### src/rtl/inst_pkg.sv
// -----------------------------------------------------------------------------
// inst_pkg
// Shared definitions for the instruction dispatcher: opcode constants,
// instruction field bit positions, the dispatcher FSM state type and a small
// opcode classification helper.
// -----------------------------------------------------------------------------
package inst_pkg;

   // Opcodes (instruction bits [27:25])
   localparam logic [2:0] OP_MEM  = 3'b000;
   localparam logic [2:0] OP_CMP0 = 3'b100;
   localparam logic [2:0] OP_CMP1 = 3'b101;
   localparam logic [2:0] OP_CMP2 = 3'b110;

   // Common field
   localparam int OPC_HI  = 27;
   localparam int OPC_LO  = 25;

   // Memory instruction fields
   localparam int ADDR_HI = 24;
   localparam int ADDR_LO = 13;
   localparam int LEN_HI  = 12;
   localparam int LEN_LO  = 7;
   localparam int PORT_HI = 6;
   localparam int PORT_LO = 5;
   localparam int RSVD_HI = 4;   // bits [4:0] are reserved zero

   // Compute instruction fields
   localparam int CA_HI   = 24;
   localparam int CA_LO   = 21;
   localparam int CB_HI   = 20;
   localparam int CB_LO   = 17;
   localparam int CC_HI   = 16;
   localparam int CC_LO   = 13;
   localparam int MODE_HI = 12;
   localparam int MODE_LO = 11;

   localparam int LEN_W   = LEN_HI - LEN_LO + 1;

   typedef enum logic [1:0] {
      IDLE,
      MEM,
      CMP_ISSUE,
      CMP_WAIT
   } state_t;

   function automatic logic is_cmp_op(input logic [2:0] op);
      return (op == OP_CMP0) || (op == OP_CMP1) || (op == OP_CMP2);
   endfunction

endpackage

### src/rtl/inst_fifo.sv
// -----------------------------------------------------------------------------
// inst_fifo
// Small synchronous FIFO buffering instruction words ahead of the dispatcher.
// Push into a full FIFO and pop from an empty FIFO are ignored. Simultaneous
// push and pop both take effect.
//
// Parameters: WIDTH (word width), DEPTH (entries, power of two, >= 2)
// Ports:
//   clk, rstn        clock / asynchronous active-low reset
//   push, din        write request and data
//   pop              read request (advances head)
//   full, empty      occupancy flags
//   head             oldest entry (valid when !empty)
// -----------------------------------------------------------------------------
module inst_fifo #(
   parameter int WIDTH = 28,
   parameter int DEPTH = 4
) (
   input  logic             clk,
   input  logic             rstn,
   input  logic             push,
   input  logic [WIDTH-1:0] din,
   input  logic             pop,
   output logic             full,
   output logic             empty,
   output logic [WIDTH-1:0] head
);

   localparam int AW = $clog2(DEPTH);

   logic [WIDTH-1:0] r_mem [DEPTH];
   logic [AW:0]      r_wr_ptr;
   logic [AW:0]      r_rd_ptr;
   logic             w_push;
   logic             w_pop;

   assign w_push = push && !full;
   assign w_pop  = pop && !empty;

   // Pointers carry one extra wrap bit so full and empty are distinguishable.
   assign empty = (r_wr_ptr == r_rd_ptr);
   assign full  = (r_wr_ptr[AW] != r_rd_ptr[AW]) &&
                  (r_wr_ptr[AW-1:0] == r_rd_ptr[AW-1:0]);
   assign head  = r_mem[r_rd_ptr[AW-1:0]];

   // NOTE: sequential state uses non-blocking assignments so every register
   // samples pre-edge values regardless of statement order.
   always_ff @(posedge clk or negedge rstn) begin
      if (!rstn) begin
         r_wr_ptr <= '0;
         r_rd_ptr <= '0;
      end else begin
         if (w_push) r_wr_ptr <= r_wr_ptr + 1'b1;
         if (w_pop)  r_rd_ptr <= r_rd_ptr + 1'b1;
      end
   end

   // NOTE: storage is deliberately not reset; the pointers define validity,
   // and leaving the array reset-free lets it map onto plain RAM/flops.
   always_ff @(posedge clk) begin
      if (w_push) r_mem[r_wr_ptr[AW-1:0]] <= din;
   end

endmodule

### src/rtl/inst_dispatch.sv
// -----------------------------------------------------------------------------
// inst_dispatch
// Buffers instruction words and dispatches them one at a time: memory
// instructions become a burst of mem_en cycles with incrementing address,
// compute instructions become a valid/ready issue followed by a wait for the
// completion pulse. Illegal opcodes are dropped with a one-cycle err pulse.
//
// Optional feature: define INST_DISPATCH_PERF_EN to add perf_retired[15:0],
// a saturating count of retired mem/cmp instructions.
//
// Ports:
//   clk, rstn                 clock / asynchronous active-low reset
//   inst, inst_valid          instruction word and its valid
//   inst_ready                high while the buffer has room
//   mem_en/addr/port/last     memory burst beat, address, port, final beat
//   cmp_valid, cmp_ready      compute issue handshake
//   cmp_opcode/a/b/c/mode     compute fields, stable while cmp_valid
//   cmp_done                  compute completion pulse
//   busy                      work pending or in progress
//   err                       one-cycle illegal-opcode pulse
//   perf_retired              (INST_DISPATCH_PERF_EN only) retire counter
// -----------------------------------------------------------------------------
module inst_dispatch
   import inst_pkg::*;
#(
   parameter int INST_WIDTH = 28,
   parameter int ADDR_WIDTH = 12,
   parameter int FIFO_DEPTH = 4
) (
   input  logic                  clk,
   input  logic                  rstn,
   input  logic [INST_WIDTH-1:0] inst,
   input  logic                  inst_valid,
   output logic                  inst_ready,
   output logic                  mem_en,
   output logic [ADDR_WIDTH-1:0] mem_addr,
   output logic [1:0]            mem_port,
   output logic                  mem_last,
   output logic                  cmp_valid,
   input  logic                  cmp_ready,
   output logic [2:0]            cmp_opcode,
   output logic [3:0]            cmp_a,
   output logic [3:0]            cmp_b,
   output logic [3:0]            cmp_c,
   output logic [1:0]            cmp_mode,
   input  logic                  cmp_done,
   output logic                  busy,
   output logic                  err
`ifdef INST_DISPATCH_PERF_EN
   ,
   output logic [15:0]           perf_retired
`endif
);

   state_t                r_state;
   logic                  r_mem_en;
   logic [ADDR_WIDTH-1:0] r_mem_addr;
   logic [1:0]            r_mem_port;
   logic                  r_mem_last;
   logic [LEN_W-1:0]      r_remain;
   logic                  r_cmp_valid;
   logic [2:0]            r_cmp_opcode;
   logic [3:0]            r_cmp_a;
   logic [3:0]            r_cmp_b;
   logic [3:0]            r_cmp_c;
   logic [1:0]            r_cmp_mode;
   logic                  r_err;

   logic                  w_push;
   logic                  w_pop;
   logic                  w_full;
   logic                  w_empty;
   logic [INST_WIDTH-1:0] w_head;
   logic [2:0]            w_opcode;
   logic [LEN_W-1:0]      w_len;
   logic                  w_unused;

   assign w_push   = inst_valid && !w_full;
   // Every head seen in IDLE is consumed: dispatched, retired or discarded.
   assign w_pop    = (r_state == IDLE) && !w_empty;
   assign w_opcode = w_head[OPC_HI:OPC_LO];
   assign w_len    = w_head[LEN_HI:LEN_LO];
   assign w_unused = ^w_head[RSVD_HI:0];

   inst_fifo #(
      .WIDTH (INST_WIDTH),
      .DEPTH (FIFO_DEPTH)
   ) u_fifo (
      .clk   (clk),
      .rstn  (rstn),
      .push  (w_push),
      .din   (inst),
      .pop   (w_pop),
      .full  (w_full),
      .empty (w_empty),
      .head  (w_head)
   );

   always_ff @(posedge clk or negedge rstn) begin
      if (!rstn) begin
         r_state      <= IDLE;
         r_mem_en     <= 1'b0;
         r_mem_addr   <= '0;
         r_mem_port   <= '0;
         r_mem_last   <= 1'b0;
         r_remain     <= '0;
         r_cmp_valid  <= 1'b0;
         r_cmp_opcode <= '0;
         r_cmp_a      <= '0;
         r_cmp_b      <= '0;
         r_cmp_c      <= '0;
         r_cmp_mode   <= '0;
         r_err        <= 1'b0;
      end else begin
         r_err <= 1'b0;
         case (r_state)
            IDLE: begin
               if (!w_empty) begin
                  if (w_opcode == OP_MEM) begin
                     // A zero-length burst retires here without leaving IDLE.
                     if (w_len != '0) begin
                        r_state    <= MEM;
                        r_mem_en   <= 1'b1;
                        r_mem_addr <= ADDR_WIDTH'(w_head[ADDR_HI:ADDR_LO]);
                        r_mem_port <= w_head[PORT_HI:PORT_LO];
                        r_mem_last <= (w_len == LEN_W'(1));
                        r_remain   <= w_len;
                     end
                  end else if (is_cmp_op(w_opcode)) begin
                     r_state      <= CMP_ISSUE;
                     r_cmp_valid  <= 1'b1;
                     r_cmp_opcode <= w_opcode;
                     r_cmp_a      <= w_head[CA_HI:CA_LO];
                     r_cmp_b      <= w_head[CB_HI:CB_LO];
                     r_cmp_c      <= w_head[CC_HI:CC_LO];
                     r_cmp_mode   <= w_head[MODE_HI:MODE_LO];
                  end else begin
                     r_err <= 1'b1;
                  end
               end
            end
            MEM: begin
               // r_remain counts beats still to present, including this one.
               if (r_remain == LEN_W'(1)) begin
                  r_state    <= IDLE;
                  r_mem_en   <= 1'b0;
                  r_mem_last <= 1'b0;
               end else begin
                  r_mem_addr <= r_mem_addr + 1'b1;
                  r_remain   <= r_remain - 1'b1;
                  r_mem_last <= (r_remain == LEN_W'(2));
               end
            end
            CMP_ISSUE: begin
               if (cmp_ready) begin
                  r_state     <= CMP_WAIT;
                  r_cmp_valid <= 1'b0;
               end
            end
            CMP_WAIT: begin
               if (cmp_done) r_state <= IDLE;
            end
            default: r_state <= IDLE;
         endcase
      end
   end

`ifdef INST_DISPATCH_PERF_EN
   logic        w_retire;
   logic [15:0] r_perf_retired;

   assign w_retire = ((r_state == IDLE) && !w_empty && (w_opcode == OP_MEM) &&
                      (w_len == '0)) ||
                     ((r_state == MEM) && (r_remain == LEN_W'(1))) ||
                     ((r_state == CMP_WAIT) && cmp_done);

   always_ff @(posedge clk or negedge rstn) begin
      if (!rstn) begin
         r_perf_retired <= '0;
      end else if (w_retire && (r_perf_retired != 16'hFFFF)) begin
         r_perf_retired <= r_perf_retired + 16'd1;
      end
   end

   assign perf_retired = r_perf_retired;
`endif

   assign inst_ready = !w_full;
   assign busy       = (r_state != IDLE) || !w_empty;
   assign err        = r_err;
   assign mem_en     = r_mem_en;
   assign mem_addr   = r_mem_addr;
   assign mem_port   = r_mem_port;
   assign mem_last   = r_mem_last;
   assign cmp_valid  = r_cmp_valid;
   assign cmp_opcode = r_cmp_opcode;
   assign cmp_a      = r_cmp_a;
   assign cmp_b      = r_cmp_b;
   assign cmp_c      = r_cmp_c;
   assign cmp_mode   = r_cmp_mode;

endmodule

### config.mk
export PLATFORM = sky130hd
export DESIGN_NAME = inst_dispatch
export DESIGN_NICKNAME = d
export VERILOG_FILES = /design/src/rtl/inst_pkg.sv /design/src/rtl/inst_fifo.sv /design/src/rtl/inst_dispatch.sv
export SDC_FILE = /design/constraint.sdc
export NUM_CORES = 1
export LEC_CHECK = 0
export CAP_MARGIN = 15
export CORE_MARGIN = 1.5
export CORE_UTILIZATION = 30
export DETAILED_ROUTE_END_ITERATION = 8
export PLACE_DENSITY = 0.6
export SYNTH_ARGS = -nofsm -noshare
export SYNTH_HDL_FRONTEND = slang
export SYNTH_SLANG_ARGS = --single-unit
### constraint.sdc
create_clock -name clk -period 2.7 [get_ports clk]
set_clock_uncertainty 0.15 [all_clocks]
set_input_delay 0.27 -clock clk [delete_from_list [all_inputs] [get_ports clk]]
set_output_delay 0.27 -clock clk [all_outputs]
set_load 0.005 [all_outputs]
Yosys cells after proc, flatten, opt, wreduce, memory -nomap -nowiden:

Memories as Yosys holds them, arrays and structs flattened.
Cells that the tools add are included.

* add/subtract/negate cells: 4
* multipliers: 0
* div/mod/pow operators: 0
* $lt $le $gt $ge: 0
* equality and inequality tests: 23
* shifts and indexed selects: 0
* multiplexer cells: 39
* bitwise gates (word level): 2
* reduce and logical (&&, ||, !) cells: 23

Operators by type and width (number)
* two-way mux 12 bit: 4
* two-way mux 6 bit: 4
* one-hot mux 12 bit (2 select lines): 1
* two-way mux 1 bit: 18
* AND reduction 5 bit: 3
* two-way mux 2 bit: 7
* adder 12 x 1 -> 12 bit, second input constant: 1
* == test 6 x 1 -> 1 bit, second input constant: 2
* inequality test 2 bit, second input constant: 6
* one-hot mux 6 bit (2 select lines): 1
* AND reduction 4 bit: 3
* == test 3 bit, second input constant: 3
* one-hot mux 2 bit (4 select lines): 1
* adder 3 x 1 -> 3 bit, second input constant: 2
* == test 6 x 2 -> 1 bit, second input constant: 1
* inequality test 2 x 1 -> 1 bit, second input constant: 3
* one-hot mux 1 bit (2 select lines): 3
* AND reduction 6 bit: 1
* nonzero test 2 bit: 3
* nonzero test 6 bit: 1
* subtractor 6 x 1 -> 6 bit, second input constant: 1
* logical AND 1 bit: 5
* == test 2 bit, second input constant: 2
* == test 3 bit: 1
* 10 further kinds: 14

* flip-flop bits (word level): 49
* bits in latches: 0
* bits in writable memories: 112
* memory bits (read-only): 0
* input bits: 33
* output and inout bits: 37
* logic and storage cells: 107
* memories: 1

Memories
* u_fifo.r_mem: depth 4, bits a word 28, rd ports 1, clocked after Yosys merged registers in 0, wr ports 1, RTL line inst_fifo.sv:31 `logic [WIDTH-1:0] r_mem [DEPTH];`

Logic depth before layout (Yosys ltp):

An unclocked memory read counts as a cell.

* depth in word-level cells: 8
* gate-level depth with buffers: 9
* depth with buffers taken out: 7

Hierarchy:

From an unflattened synthesis, not the netlist that was laid out.

* cells, all modules: 416
* area, all modules: 6869.1 µm²

Modules (own cells, without submodules)
* inst_fifo: times used 1, cells an instance 196, area an instance 4570.6 µm², seq. area each 3513.4 µm²
* inst_dispatch: times used 1, cells an instance 220, area an instance 2298.5 µm², seq. area each 1076.0 µm²

Worst setup path after synthesis:

OpenSTA, ideal clock, no wires.

* kind: reg2reg
* start point: register u_fifo.r_rd_ptr[0]
* end point: register r_mem_addr[1] (netlist: mem_addr[1])
* setup time: 128 ps
* data arrival time: 2394 ps
* required time: 2422 ps
* slack: 28 ps
* stages on the path, launching flop included: 8
* path buffers: 2
* clock period less this slack: 2672 ps
* path through: dfrtp_1 -> buf_6 -> mux4_2 -> or4_4 -> nor3_4 -> o41a_1 -> buf_4 -> mux2_1

* longest elaborated chain between the ends: 5
* elaborated cells between the ends (all ways): 12
* those cells by class: eq/ne (4); mux (4); reduce/logical (3); memory (1)

Ends and longest elaborated chain
* start: declaration: RTL line inst_fifo.sv:33 `logic [AW:0] r_rd_ptr;`
* start signal: assignment: RTL line inst_fifo.sv:54 `if (w_pop) r_rd_ptr <= r_rd_ptr + 1'b1;`
* memory (4 x 28 bit)
* two-way mux 12 bit: RTL line inst_dispatch.sv:121 `if (w_len != '0) begin`
* two-way mux 12 bit: RTL line inst_dispatch.sv:119 `if (w_opcode == OP_MEM) begin`
* two-way mux 12 bit: RTL line inst_dispatch.sv:118 `if (!w_empty) begin`
* one-hot mux 12 bit (2 select lines): RTL line inst_dispatch.sv:116 `case (r_state)`
* end signal: assignment: RTL line inst_dispatch.sv:124 `r_mem_addr <= ADDR_WIDTH'(w_head[ADDR_HI:ADDR_LO]);`
* end signal: assignment: RTL line inst_dispatch.sv:149 `r_mem_addr <= r_mem_addr + 1'b1;`
* end: declaration: RTL line inst_dispatch.sv:57 `logic [ADDR_WIDTH-1:0] r_mem_addr;`

Several ways; a longest one is shown, not always the timed one. The select of a mux whose other input is x is not followed.
A chain may end at the register's enable or synchronous reset.

Worst setup path in the final report:

Same ends and word-level chain as after synthesis.

==> impl_metrics.toml <==
[critical_path]
worstSetupPathType = "register to register"
worst-path-max-fanout = 7
worstPathRequired_ps = 2860
startpoint_type = "register"
arrival_ps = 2850
cp-end-kind = "register"

[timing]
slew_viol_final = 0
min_period_ps = 2690
setup-violations-final = 0
grt_setup_unrepaired = "true"
finalHoldViolCount = 0
hold_ws_ps = 226
fin_crit_sh = 0.995
max_freq_ghz = 0.372
setup_ws_ps = 13.2
slew_headroom = 0.686
worst_pin_slew_ps = 467

[power_and_ir_drop]
power_w = 0.00563
max-vdd-ir-drop_uv = 416
p_per_area_nw_per_um2 = 730
leakage_nw = 2.86

[min_path]
hp-class = "primary input to asynchronous set/reset pin"

[routing]
wire_per_inst_um = 17.5
drc_errors = 0
dr_total_vias = 3557
drtAntennaViolNets = 0
drtIter0Drc = 175
viasPerCell = 4.87
first_pass_iters = 6
wl_um = 12800

[logic_synthesis]
async_flop_share = 0.348
yosys.area_share.adder = 0.0194
synth_xor_area_frac = 0.0106
synth.area.top_cells = "edfxtp_1, dfrtp_1, mux4_2, mux2_2, ha_1"
yosys.area.top_type = "edfxtp_1"
ys_warn_count = 0
synth-seq-cells = 141
netlist-cell-type-count = 47
seq_area_frac_synth = 0.689
syn-num-nets = 395
avgSynthCellArea_um2 = 16.4
yosys.area_share.simple = 0.0709
syn_inst = 353
synth_area_um2 = 5790
synth_ff_type = "edfxtp_1"
synth_top_area_frac = 0.477
synth_top_family_by_area = "multiplexers"
synth_edf_count = 92
yosys-mux-area-fraction = 0.132
synth_compound_area_frac = 0.0594

[global_route]
antenna_found_initial = 0
grt_util_met1 = 0.183
grt_max_degree = 50
grt_usage = 0.136
grt_pass1_vias = 3617
grt_pass1_wl_um = 20100
busiest_layer = "met2"
overflow = 0
use_met3 = 0.0370
grt_util_met2 = 0.214

[clock_network]
numClockSinks = 141
cts-buffers-inserted = 17
htreeDepth = 4
path_clk_slew_ps = 60
tritoncts = "built"
clock_latency_ps = 420
cts-root-buf = "clkbuf_16"
clock_path_buffers = 2

[placed_design]
placed_cells = 695
hpwl_um = 8710
post_dp_cell_area_um2 = 6960
port_buffers = 64
place_ws_ps = -29.0
gp_congestion = 0.830

[floorplanning]
die_y_um = 142
initial_core_util = 0.308
core_um2 = 18800
dieArea_um2 = 20100
io_pins = 70
placementRows = 50
dieWidth_um = 142

[layout]
multi_input_area_um2 = 1780
area_delta_synth_final_pct = 33.0
regArea_um2 = 3990
drive_gt1_frac = 0.268
final_cell_count_no_fill = 731
fillCellCount = 1723
final_area_um2 = 7700
layout.nets = 500
antenna_cells = 0

[run_status]
status = "completed"

[job]
max_cap_viol_count = 0
[stage by stage]
stage | util | TNS [ps]
after global placement | 0.370 | 0
after global routing | 0.409 | -982
after detailed placement | 0.370 | -69.2
after CTS | 0.403 | 0
after floorplan | - | 0
final | 0.409 | 0
[what timing repair did]
action / 4_1_cts / 5_1_grt
endpoints found under the setup margin: 7 / 23
hold buffers: 1 / 0
resized for setup: 7 / 18
hold endpoints to repair: 49 / 0
setup buffers: 1 / 2
pin swaps: 1 / 3
[cell families after synthesis]
group / after synthesis
AO/OA/AOI/OAI: 52
XOR/XNOR: 7
adder cells (fa/ha/maj): 9
buffers and inverters: 22
flip-flops: 141
multiplexers: 45
AND/OR/NAND/NOR: 77
[synth_stat cells, types with 2 or more instances]
library cell,count
o41a_1,3
o22a_1,2
xnor2_1,3
o22ai_1,9
dfrtp_1,49
buf_2,4
a21oi_1,13
a221oi_1,2
nand2b_1,5
nor2_1,12
nand3_1,6
a2bb2oi_1,5
a31oi_1,4
mux2_1,2
o21ai_0,8
nor3_1,7
or4_1,2
nor2b_1,3
nor4_1,3
buf_6,2
edfxtp_1,92
mux4_2,23
mux2_2,19
xor2_1,4
ha_1,9
clkbuf_1,4
and3_1,5
nand2_1,22
buf_4,2
inv_1,9
o31ai_1,2
nand4_1,3
[placed cells by master, fill, tap and decap left out, types with 4 or more instances in the layout]
master / Yosys / layout
a21oi_1: 13 / 13
a2bb2oi_2: 0 / 4
a31oi_1: 4 / 4
and3_1: 5 / 5
buf_12: 0 / 5
buf_4: 2 / 23
buf_6: 2 / 6
clkbuf_16: 0 / 17
clkdlybuf4s50_1: 0 / 63
dfrtp_1: 49 / 47
edfxtp_1: 92 / 92
ha_1: 9 / 9
inv_1: 9 / 9
mux2_2: 19 / 19
mux4_2: 23 / 23
nand2_1: 22 / 22
nand2b_1: 5 / 5
nand3_1: 6 / 6
nor2_1: 12 / 12
nor3_1: 7 / 6
o21ai_0: 8 / 8
o22ai_1: 9 / 6
[critical path, cell delays in order, from the launching register on]
cell	delay, ps
dfrtp_2	410
buf_12	140
mux4_2	500
or4_4	560
nor3_4	220
o41a_1	180
buf_6	120
mux2_4	290
[sequential cells by signal, indices dropped and copies added (netlist names), 2 cells and up]
signal / cells
mem_addr: 12
cmp_c: 4
mem_port: 2
u_fifo.r_mem: 92
cmp_a: 4
cmp_b: 4
cmp_mode: 2
u_fifo.r_rd_ptr: 3
r_remain: 6
u_fifo.r_wr_ptr: 3
cmp_opcode: 3
r_state: 2
[worst paths after layout]
check	start	endpoint	slack, ps	cells after the start
setup / recovery	u_fifo.r_rd_ptr[0]$_DFFE_PN0P_	mem_addr[1]$_DFFE_PN0P_	10	7
hold / removal	rstn	cmp_a[1]$_DFFE_PN0P_	230	3
setup reg to reg	u_fifo.r_rd_ptr[0]$_DFFE_PN0P_	mem_addr[1]$_DFFE_PN0P_	10	7
hold reg to reg	cmp_opcode[2]$_DFFE_PN0P_	cmp_opcode[2]$_DFFE_PN0P_	310	1
max in group asynchronous	rstn	u_fifo.r_rd_ptr[0]$_DFFE_PN0P_	1900	3
min in group clk	cmp_opcode[2]$_DFFE_PN0P_	cmp_opcode[2]$_DFFE_PN0P_	310	1
[final cells by class]
cell class | instances | share of cell area
Inverter | 9 | 0.00439
Timing Repair Buffer | 99 | 0.128
Clock buffer | 22 | 0.0616
Sequential cell | 141 | 0.518
Multi-Input combinational cell | 190 | 0.231
Tap cell | 260 | 0.0422
Clock inverter | 10 | 0.0145
[per-layer routing]
layer,vias up,share of wire
li1,1603,-
met1,1828,0.46
met2,108,0.48
met3,18,0.042
met4,0,0.013
met5,-,0
[power breakdown]
part           switching (W)  internal (W)
Clock               0.000869       0.00143
Sequential         0.0000773       0.00264
Combinational       0.000362      0.000249
Total                0.00131       0.00432
Note: power is estimated with default switching activity, not from simulation.
